`src/rtl/control_unit.sv`:
```
// Instruction sequencing stage: decodes the presented instruction into program-counter
// controls, owns the return-address stack and halt state, and forwards accepted work to execute.
module control_unit #(
    parameter int ADDR_WIDTH  = 8,
    parameter int STACK_DEPTH = 4,
    localparam int SP_WIDTH   = $clog2(STACK_DEPTH + 1)
) (
    input  logic                  i_clk,
    input  logic                  i_reset,
    input  logic [15:0]           i_instruction,
    input  logic [ADDR_WIDTH-1:0] i_pc,
    input  logic                  i_flag_zero,
    input  logic                  i_flag_carry,
    input  logic                  i_mem_ready,
    output logic                  o_pc_inc,
    output logic                  o_pc_load,
    output logic [ADDR_WIDTH-1:0] o_pc_addr,
    output logic                  o_mem_req,
    output logic                  o_exec_valid,
    output logic [15:0]           o_exec_instr,
    output logic                  o_halted,
    output logic                  o_stack_error,
    output logic [1:0]            o_dbg_state,
    output logic [SP_WIDTH-1:0]   o_dbg_sp
);
    localparam int IDX_WIDTH = $clog2(STACK_DEPTH);

    typedef enum logic [1:0] {
        S_BOOT     = 2'd0,
        S_RUN      = 2'd1,
        S_MEM_WAIT = 2'd2,
        S_HALT     = 2'd3
    } state_t;

    state_t                state, state_next;
    logic [SP_WIDTH-1:0]   sp;
    logic                  prev_adv;
    logic [ADDR_WIDTH-1:0] stack_mem [STACK_DEPTH];

    logic [3:0]            opcode;
    logic [1:0]            cond;
    logic [ADDR_WIDTH-1:0] target;
    logic                  is_halt, is_nop, jmp_taken;
    logic                  stack_full, stack_empty;
    logic [ADDR_WIDTH-1:0] fetch_addr, ret_addr;
    logic [IDX_WIDTH-1:0]  push_idx, top_idx;

    logic                  pc_inc, pc_load, mem_req;
    logic [ADDR_WIDTH-1:0] pc_addr;
    logic                  push, pop, stack_err_set, accept;

    assign opcode      = i_instruction[15:12];
    assign cond        = i_instruction[11:10];
    assign target      = i_instruction[ADDR_WIDTH-1:0];
    assign is_halt     = (i_instruction == 16'hF000);
    assign is_nop      = (opcode == 4'hF) && !is_halt;
    assign stack_full  = (sp == SP_WIDTH'(STACK_DEPTH));
    assign stack_empty = (sp == '0);
    assign push_idx    = IDX_WIDTH'(sp);
    assign top_idx     = IDX_WIDTH'(sp - 1'b1);

    // After an advance the PC already points one past the instruction it is presenting.
    assign fetch_addr = prev_adv ? (i_pc - ADDR_WIDTH'(1)) : i_pc;
    assign ret_addr   = fetch_addr + ADDR_WIDTH'(1);

    always_comb begin
        jmp_taken = 1'b0;
        case (cond)
            2'b00: jmp_taken = 1'b1;
            2'b01: jmp_taken = i_flag_zero;
            2'b10: jmp_taken = !i_flag_zero;
            2'b11: jmp_taken = i_flag_carry;
        endcase
    end

    always_comb begin
        state_next    = state;
        pc_inc        = 1'b0;
        pc_load       = 1'b0;
        pc_addr       = '0;
        mem_req       = 1'b0;
        push          = 1'b0;
        pop           = 1'b0;
        stack_err_set = 1'b0;
        accept        = 1'b0;
        case (state)
            S_BOOT: begin
                pc_load    = 1'b1;
                state_next = S_RUN;
            end
            S_RUN: begin
                accept = !is_nop;
                if (is_nop) begin
                    pc_inc = 1'b1;
                end else begin
                    case (opcode)
                        4'h8: begin
                            if (jmp_taken) begin
                                pc_load = 1'b1;
                                pc_addr = target;
                            end else begin
                                pc_inc = 1'b1;
                            end
                        end
                        4'h9: begin
                            if (stack_full) begin
                                stack_err_set = 1'b1;
                                state_next    = S_HALT;
                            end else begin
                                push    = 1'b1;
                                pc_load = 1'b1;
                                pc_addr = target;
                            end
                        end
                        4'hC: begin
                            if (stack_empty) begin
                                stack_err_set = 1'b1;
                                state_next    = S_HALT;
                            end else begin
                                pop     = 1'b1;
                                pc_load = 1'b1;
                                pc_addr = stack_mem[top_idx];
                            end
                        end
                        4'hA, 4'hB: begin
                            mem_req    = 1'b1;
                            state_next = S_MEM_WAIT;
                        end
                        4'hF: state_next = S_HALT;
                        default: pc_inc = 1'b1;
                    endcase
                end
            end
            S_MEM_WAIT: begin
                if (i_mem_ready) state_next = S_RUN;
                else             mem_req    = 1'b1;
            end
            default: ;
        endcase
    end

    assign o_pc_inc    = pc_inc;
    assign o_pc_load   = pc_load;
    assign o_pc_addr   = pc_addr;
    assign o_mem_req   = mem_req && !i_reset;
    assign o_halted    = (state == S_HALT);
    assign o_dbg_state = state;
    assign o_dbg_sp    = sp;

    always_ff @(posedge i_clk) begin
        if (i_reset) begin
            state         <= S_BOOT;
            sp            <= '0;
            prev_adv      <= 1'b0;
            o_exec_valid  <= 1'b0;
            o_exec_instr  <= 16'hFFFF;
            o_stack_error <= 1'b0;
        end else begin
            state        <= state_next;
            prev_adv     <= pc_inc && !pc_load;
            o_exec_valid <= accept;
            if (accept)        o_exec_instr  <= i_instruction;
            if (push)          sp            <= sp + 1'b1;
            else if (pop)      sp            <= sp - 1'b1;
            if (stack_err_set) o_stack_error <= 1'b1;
        end
    end

    // Entry storage needs no reset; the pointer alone defines which entries are live.
    always_ff @(posedge i_clk) begin
        if (!i_reset && push) stack_mem[push_idx] <= ret_addr;
    end
endmodule

```
`config.mk`:
```
export PLATFORM = sky130hd
export DESIGN_NAME = control_unit
export DESIGN_NICKNAME = d
export VERILOG_FILES = /design/src/rtl/control_unit.sv
export SDC_FILE = /design/constraint.sdc
export NUM_CORES = 1
export LEC_CHECK = 0
export CORE_AREA = 2 2 95 97
export CTS_CLUSTER_DIAMETER = 200
export DETAILED_ROUTE_END_ITERATION = 7
export DIE_AREA = 0 0 97 99
export PLACE_DENSITY = 0.64
export SLEW_MARGIN = 5
export SYNTH_ARGS = -nofsm -noshare
export SYNTH_HDL_FRONTEND = slang
export SYNTH_SLANG_ARGS = --single-unit
```
`constraint.sdc`:
```
create_clock -name i_clk -period 2.6 [get_ports i_clk]
set_input_delay 0.39 -clock i_clk [delete_from_list [all_inputs] [get_ports i_clk]]
set_output_delay 0.39 -clock i_clk [all_outputs]
set_load 0.1 [all_outputs]
```
==> reports/qor.yml, run 1 <==
detailedPlace.worstSlack_ps: 11.3
startpoint_type: "input pin"
final_area_mm2: 0.00411
power_frac_clock: 0.227
clock_latency_ps: 330
antenna_cells: 0
arrival_ps: 2130
grt_max_degree: 21
ys_seq_elements: 56
nNetsFinal: 387
cts.path.max_buffers: 2
cts_buffers: 5
synth_nets: 303
synth-adder-area-share: 0.0516
synth-compound-area-share: 0.0749
antenna_found_initial: 0
p_leak_nw: 1.55
synth-xor-area-share: 0.0478
vias: 2284
ys_seq_area_frac: 0.496
synth_warnings: 0
setup-violations-final: 0
drv_cap: 0
ir_drop_uv: 235
reg2reg_slack_ps: 570
crit_type: "in2out"
status: "completed"
grt_pass1_wl_um: 11700
synthFlopType: "edfxtp_1"
synth_edf_count: 32
fill_cells: 802
post_drt_wl_per_cell_um: 15.7
fp.dieH_um: 99
hold_violations: 0
area_delta_synth_final_pct: 41.5
synth_area_per_cell_um2: 11.1
yosys.area_share.simple: 0.217
dp_hpwl_um: 5420
drive_gt1_frac: 0.303
core-area_mm2: 0.00855
multiInputGateArea_mm2: 0.00147
period_minus_slack_ps: 2520
synthMuxAreaShare: 0.0762
finalNonFillerCells: 455
path_max_fanout: 4
gr-total-overflow: 0
hold_depth: 2
ant_nets: 0
finalClockSkew_ps: 12.8
postSynthCellCount: 262
numClockSinks: 56
hold_class: "reg2reg"
fin_ws_ps: 83.1
p_sw_frac: 0.394
fmax_mhz: 397
ff_latch_area_mm2: 0.00145
worstMarginPinSlew_ps: 444
die-area_mm2: 0.00960
combPwrFrac: 0.342
async_reset_ff_frac: 0
reg2reg_from: "o_dbg_sp[1]"
timing.final.crit_share: 0.968
placed_area_mm2: 0.00399
postCtsSetupBuffers: 0
holdCritStartpoint: "o_exec_instr[5]"
cts_tree: "yes"
rows: 34
initial_core_util: 0.340
gr-usage-all-layers: 0.152
synth_top_family_by_area: "simple AND/OR/NAND/NOR gates"
io_buffers: 63
p_sw_w: 0.000929
rr_worst_depth: 8
tns_ps: 0
crit_required_ps: 2210
seq_power_share: 0.431
grt_pass1_vias: 2305
h-tree-depth: 2
die_w_um: 97
path_clk_slew_ps: 110
rsz0062_at_grt: "no"
cts-root-buf: "clkbuf_8"
powerDensity_mw_per_mm2: 574
wl_um: 7130
dp_cells: 447
drc: 0
drtIter0Drc: 101
max-slew-margin-rel: 0.702
synth.distinct_cells: 50
min_to: "o_exec_instr[5]"
p_int_w: 0.00143
io_pins: 64
syn-cell-area_mm2: 0.00291
cp-end-kind: "output port"
slew_violations: 0
viasPerCell: 5.02
drt-pass1-iter-count: 4
gp_congestion: 0.804
r2r_end: "stack_mem[3][2]"
[worst max path at each step]
stage	startpoint	end	slack [ps]
floorplan	o_dbg_sp[0]	o_pc_addr[0]	50
global placement	i_instruction[7]	stack_mem[0][5]	30
detailed placement	i_pc[0]	stack_mem[2][7]	10
CTS	i_instruction[13]	o_pc_addr[0]	30
global route	i_instruction[15]	o_pc_load	20
finish	i_instruction[13]	o_pc_inc	80
[final cells by class]
class,count,area share
multi-input combinational,183,0.356
timing repair buffer,91,0.226
clock inverter,3,0.00700
sequential,56,0.353
clock buffer,5,0.0167
tap,108,0.0328
inverter,9,0.00821
[metal layers]
layer	wire length (um)	track usage	part of all wire	vias to the layer above
li1	-	-	-	1107
met1	3220	0.194	0.45	1088
met2	3390	0.261	0.48	81
met3	426	0.0355	0.060	8
met4	96	0.0412	0.013	0
met5	0	0	0	-
[flip-flops by register name, summed over array words and instances (netlist names)]
register	cells
stack_mem	32
o_exec_instr	16
o_dbg_sp	3
o_dbg_state	2
o_exec_valid	1
o_stack_error	1
prev_adv	1
[cell usage after synthesis (2+ instances only)]
master / count / area, um^2
nor2b_1: 3 / 18.8
nor4_1: 3 / 18.8
and3_1: 4 / 25.0
nor2_1: 19 / 71.3
ha_1: 12 / 150
nor3_1: 4 / 20.0
nand2_1: 41 / 154
and2_1: 7 / 43.8
mux2i_1: 3 / 30.0
dfxtp_1: 24 / 480
xor2_1: 6 / 52.6
edfxtp_1: 32 / 961
inv_1: 9 / 33.8
buf_2: 6 / 30.0
a22oi_1: 8 / 60.1
nand2b_1: 2 / 12.5
o21ai_0: 5 / 25.0
nand3_1: 4 / 20.0
nor3b_1: 2 / 15.0
a31oi_1: 4 / 25.0
clkbuf_1: 5 / 18.8
xnor2_1: 8 / 70.1
o21a_1: 2 / 15.0
a21oi_1: 2 / 10.0
mux4_2: 8 / 180
nand3b_1: 15 / 113
[critical path: stages]
cell             delay [ps]
clkdlybuf4s50_1         600
buf_4                   160
nand2_1                  50
a311o_1                 360
nand3_1                 180
o21a_1                  190
buf_12                  190
[power by group through the flow]
stage	Combinational (W)	Sequential (W)	Clock [W]
2_1_floorplan	0.000263	0.00134	0
3_3_place_gp	0.000798	0.00104	0
3_5_place_dp	0.000806	0.00104	0
4_1_cts	0.000810	0.00102	0.000554
5_1_grt	0.000850	0.00102	0.000583
6_report	0.000807	0.00102	0.000536
[logic make-up (layout without fill, tap and decap cells)]
logic type	after synthesis	count (layout)
AO/OA/AOI/OAI	30	30
buffers and inverters	23	108
multiplexers	12	12
AND/OR/NAND/NOR	114	114
XOR/XNOR	15	15
adder cells (fa/ha/maj)	12	12
flip-flops	56	56
[metrics by stage]
stage	util	hold slack, ps	total power [W]
after floorplan	-	514	0.00161
after global placement	0.466	446	0.00184
after detailed placement	0.466	458	0.00184
after CTS	0.479	481	0.00238
after global routing	0.481	502	0.00246
final	0.481	474	0.00236
[placed cells by master (no fill, tap or decap), drive strengths merged, types with 8 or more instances in the layout]
master | Yosys | routed
ha | 12 | 12
xnor2 | 8 | 8
edfxtp | 32 | 32
nand2 | 41 | 41
buf | 8 | 63
nand3b | 15 | 15
dfxtp | 24 | 24
clkdlybuf4s50 | 0 | 28
inv | 9 | 12
nor2 | 19 | 19
a22oi | 8 | 8
mux4 | 8 | 8
[repair_timing]
item | in CTS | in global routing
hold buffers | 0 | 0
setup endpoints to repair | 8 | 10
gates resized for setup | 2 | 4
Power figures use the tool's default switching activity.
==> run 2: changes to the inputs <==
Settings changed: CORE_AREA 2 2 95 97 to 2 2 89 91, DIE_AREA 0 0 97 99 to 0 0 91 93, PLACE_DENSITY 0.64 to 0.71.
==> reports/qor.yml, run 2 (synthesis results as in run 1) <==
nNetsFinal: 385
dp_hpwl_um: 5230
io_pins: 64
worstMarginPinSlew_ps: 429
area_delta_synth_final_pct: 39.4
antenna_cells: 0
p_leak_nw: 1.53
drt-pass1-iter-count: 4
path_clk_slew_ps: 100
path_max_fanout: 8
timing.final.crit_share: 0.966
drv_cap: 0
largest_reg_flops: 32
cts.path.max_buffers: 2
grt_pass1_vias: 2223
rsz0062_at_grt: "no"
hold_violations: 0
slew_violations: 0
cts_buffers: 5
die_w_um: 91
final_cell_mix: "49 x buf_4, 40 x nand2_1, 32 x edfxtp_1, 28 x clkdlybuf4s50_1, 20 x dfxtp_1"
ant_nets: 0
regMostFlops: "stack_mem"
setup-violations-final: 0
grt-busiest-layer: "met2"
postCtsSetupBuffers: 0
viasPerCell: 4.94
combPwrFrac: 0.342
arrival_ps: 2120
wl_um: 6660
numClockSinks: 56
powerDensity_mw_per_mm2: 573
grt_pass1_wl_um: 11300
die-area_mm2: 0.00846
cp-end-kind: "output port"
cts_tree: "yes"
globalRouteMet1Util: 0.212
post_drt_wl_per_cell_um: 14.9
gp_congestion: 0.804
rows: 32
h-tree-depth: 2
antenna_found_initial: 0
initial_core_util: 0.386
p_sw_w: 0.000897
max-slew-margin-rel: 0.711
finalPower_w: 0.00232
seq_power_share: 0.438
gr-total-overflow: 0
status: "completed"
startpoint_type: "input pin"
clock_latency_ps: 310
gr-usage-all-layers: 0.170
io_buffers: 63
tns_ps: 0
met2_usage: 0.294
fp.dieH_um: 93
power_frac_clock: 0.221
crit_type: "in2out"
finalClockSkew_ps: 4.67
drtIter0Drc: 53
period_minus_slack_ps: 2510
p_sw_frac: 0.386
hold_buffers: 0
final_common_cell: "buf_4"
hold_class: "reg2reg"
crit_required_ps: 2210
drive_gt1_frac: 0.293
drc: 0
fill_cells: 673
core-area_mm2: 0.00753
cts-root-buf: "clkbuf_8"
vias: 2206
fmax_mhz: 398
p_int_w: 0.00143
use_met3: 0.0338
ir_drop_uv: 230
grt_max_degree: 26
-- run 2: cell types whose count changed in the layout (fill, tap and decap cells not counted) --
cell and change:
nor4_2 -1, buf_12 -2, and2_1 +1, nor3b_4 -1, nor3b_2 +1, nor4_1 +1
and2_2 -1
-- run 2: routing by layer --
metal  wire length, um  vias to the layer above
met4               135                        0
met5                 0                        -
met2              3250                       69
li1                  -                     1105
met1              2940                     1023
met3               335                        9
-- run 2: power by group through the flow --
| stage | Clock (W) | Sequential [W] | Combinational [W] |
|---|---|---|---|
| 2_1_floorplan | 0 | 0.00134 | 0.000263 |
| 3_3_place_gp | 0 | 0.00104 | 0.000789 |
| 3_5_place_dp | 0 | 0.00104 | 0.000794 |
| 4_1_cts | 0.000532 | 0.00102 | 0.000796 |
| 5_1_grt | 0.000559 | 0.00102 | 0.000839 |
| 6_report | 0.000512 | 0.00102 | 0.000793 |
-- run 2: through the flow --
step / hold WS, ps / cells / area [um^2] / setup slack (ps) / utilization
after CTS: 478 / 447 / 4040 / 50.6 / 0.537
after global routing: 497 / 447 / 4050 / 13.0 / 0.538
final: 474 / 447 / 4050 / 88.7 / 0.538
after floorplan: 514 / 262 / 3010 / 46.0 / -
after global placement: 448 / 439 / 3940 / 64.2 / 0.523
after detailed placement: 453 / 439 / 3940 / 31.3 / 0.523
-- run 2: path summary, 6_finish.rpt --
| check | slack, ps | endpoint | cells after the start | start |
|---|---|---|---|---|
| setup / recovery | 90 | o_pc_addr[5] | 8 | i_instruction[13] |
| hold reg to reg | 470 | o_exec_instr[10] | 2 | o_exec_instr[10] |
| hold / removal | 470 | o_exec_instr[10] | 2 | o_exec_instr[10] |
| setup reg to reg | 550 | stack_mem[1][4] | 8 | o_dbg_sp[1] |
-- run 2: critical path, cell delays in order --
cell	delay [ps]
clkdlybuf4s50_1	490
buf_4	170
buf_4	140
nor2b_1	220
nand3_2	110
buf_4	230
nor2_4	170
buf_12	190
-- run 2: timing repair --
item,4_1_cts,5_1_grt
gates cloned,0,0
pin swaps,0,0
gates resized for setup,1,2
endpoints found under the setup margin,8,8
-- run 2: area by class of cell --
cell class	count	area, um^2	area share
Sequential cell	56	1450	0.359
Multi-Input combinational cell	183	1450	0.358
Inverter	9	33.8	0.00834
Tap cell	102	128	0.0315
Clock inverter	3	28.8	0.00710
Clock buffer	5	68.8	0.0170
Timing Repair Buffer	89	888	0.219
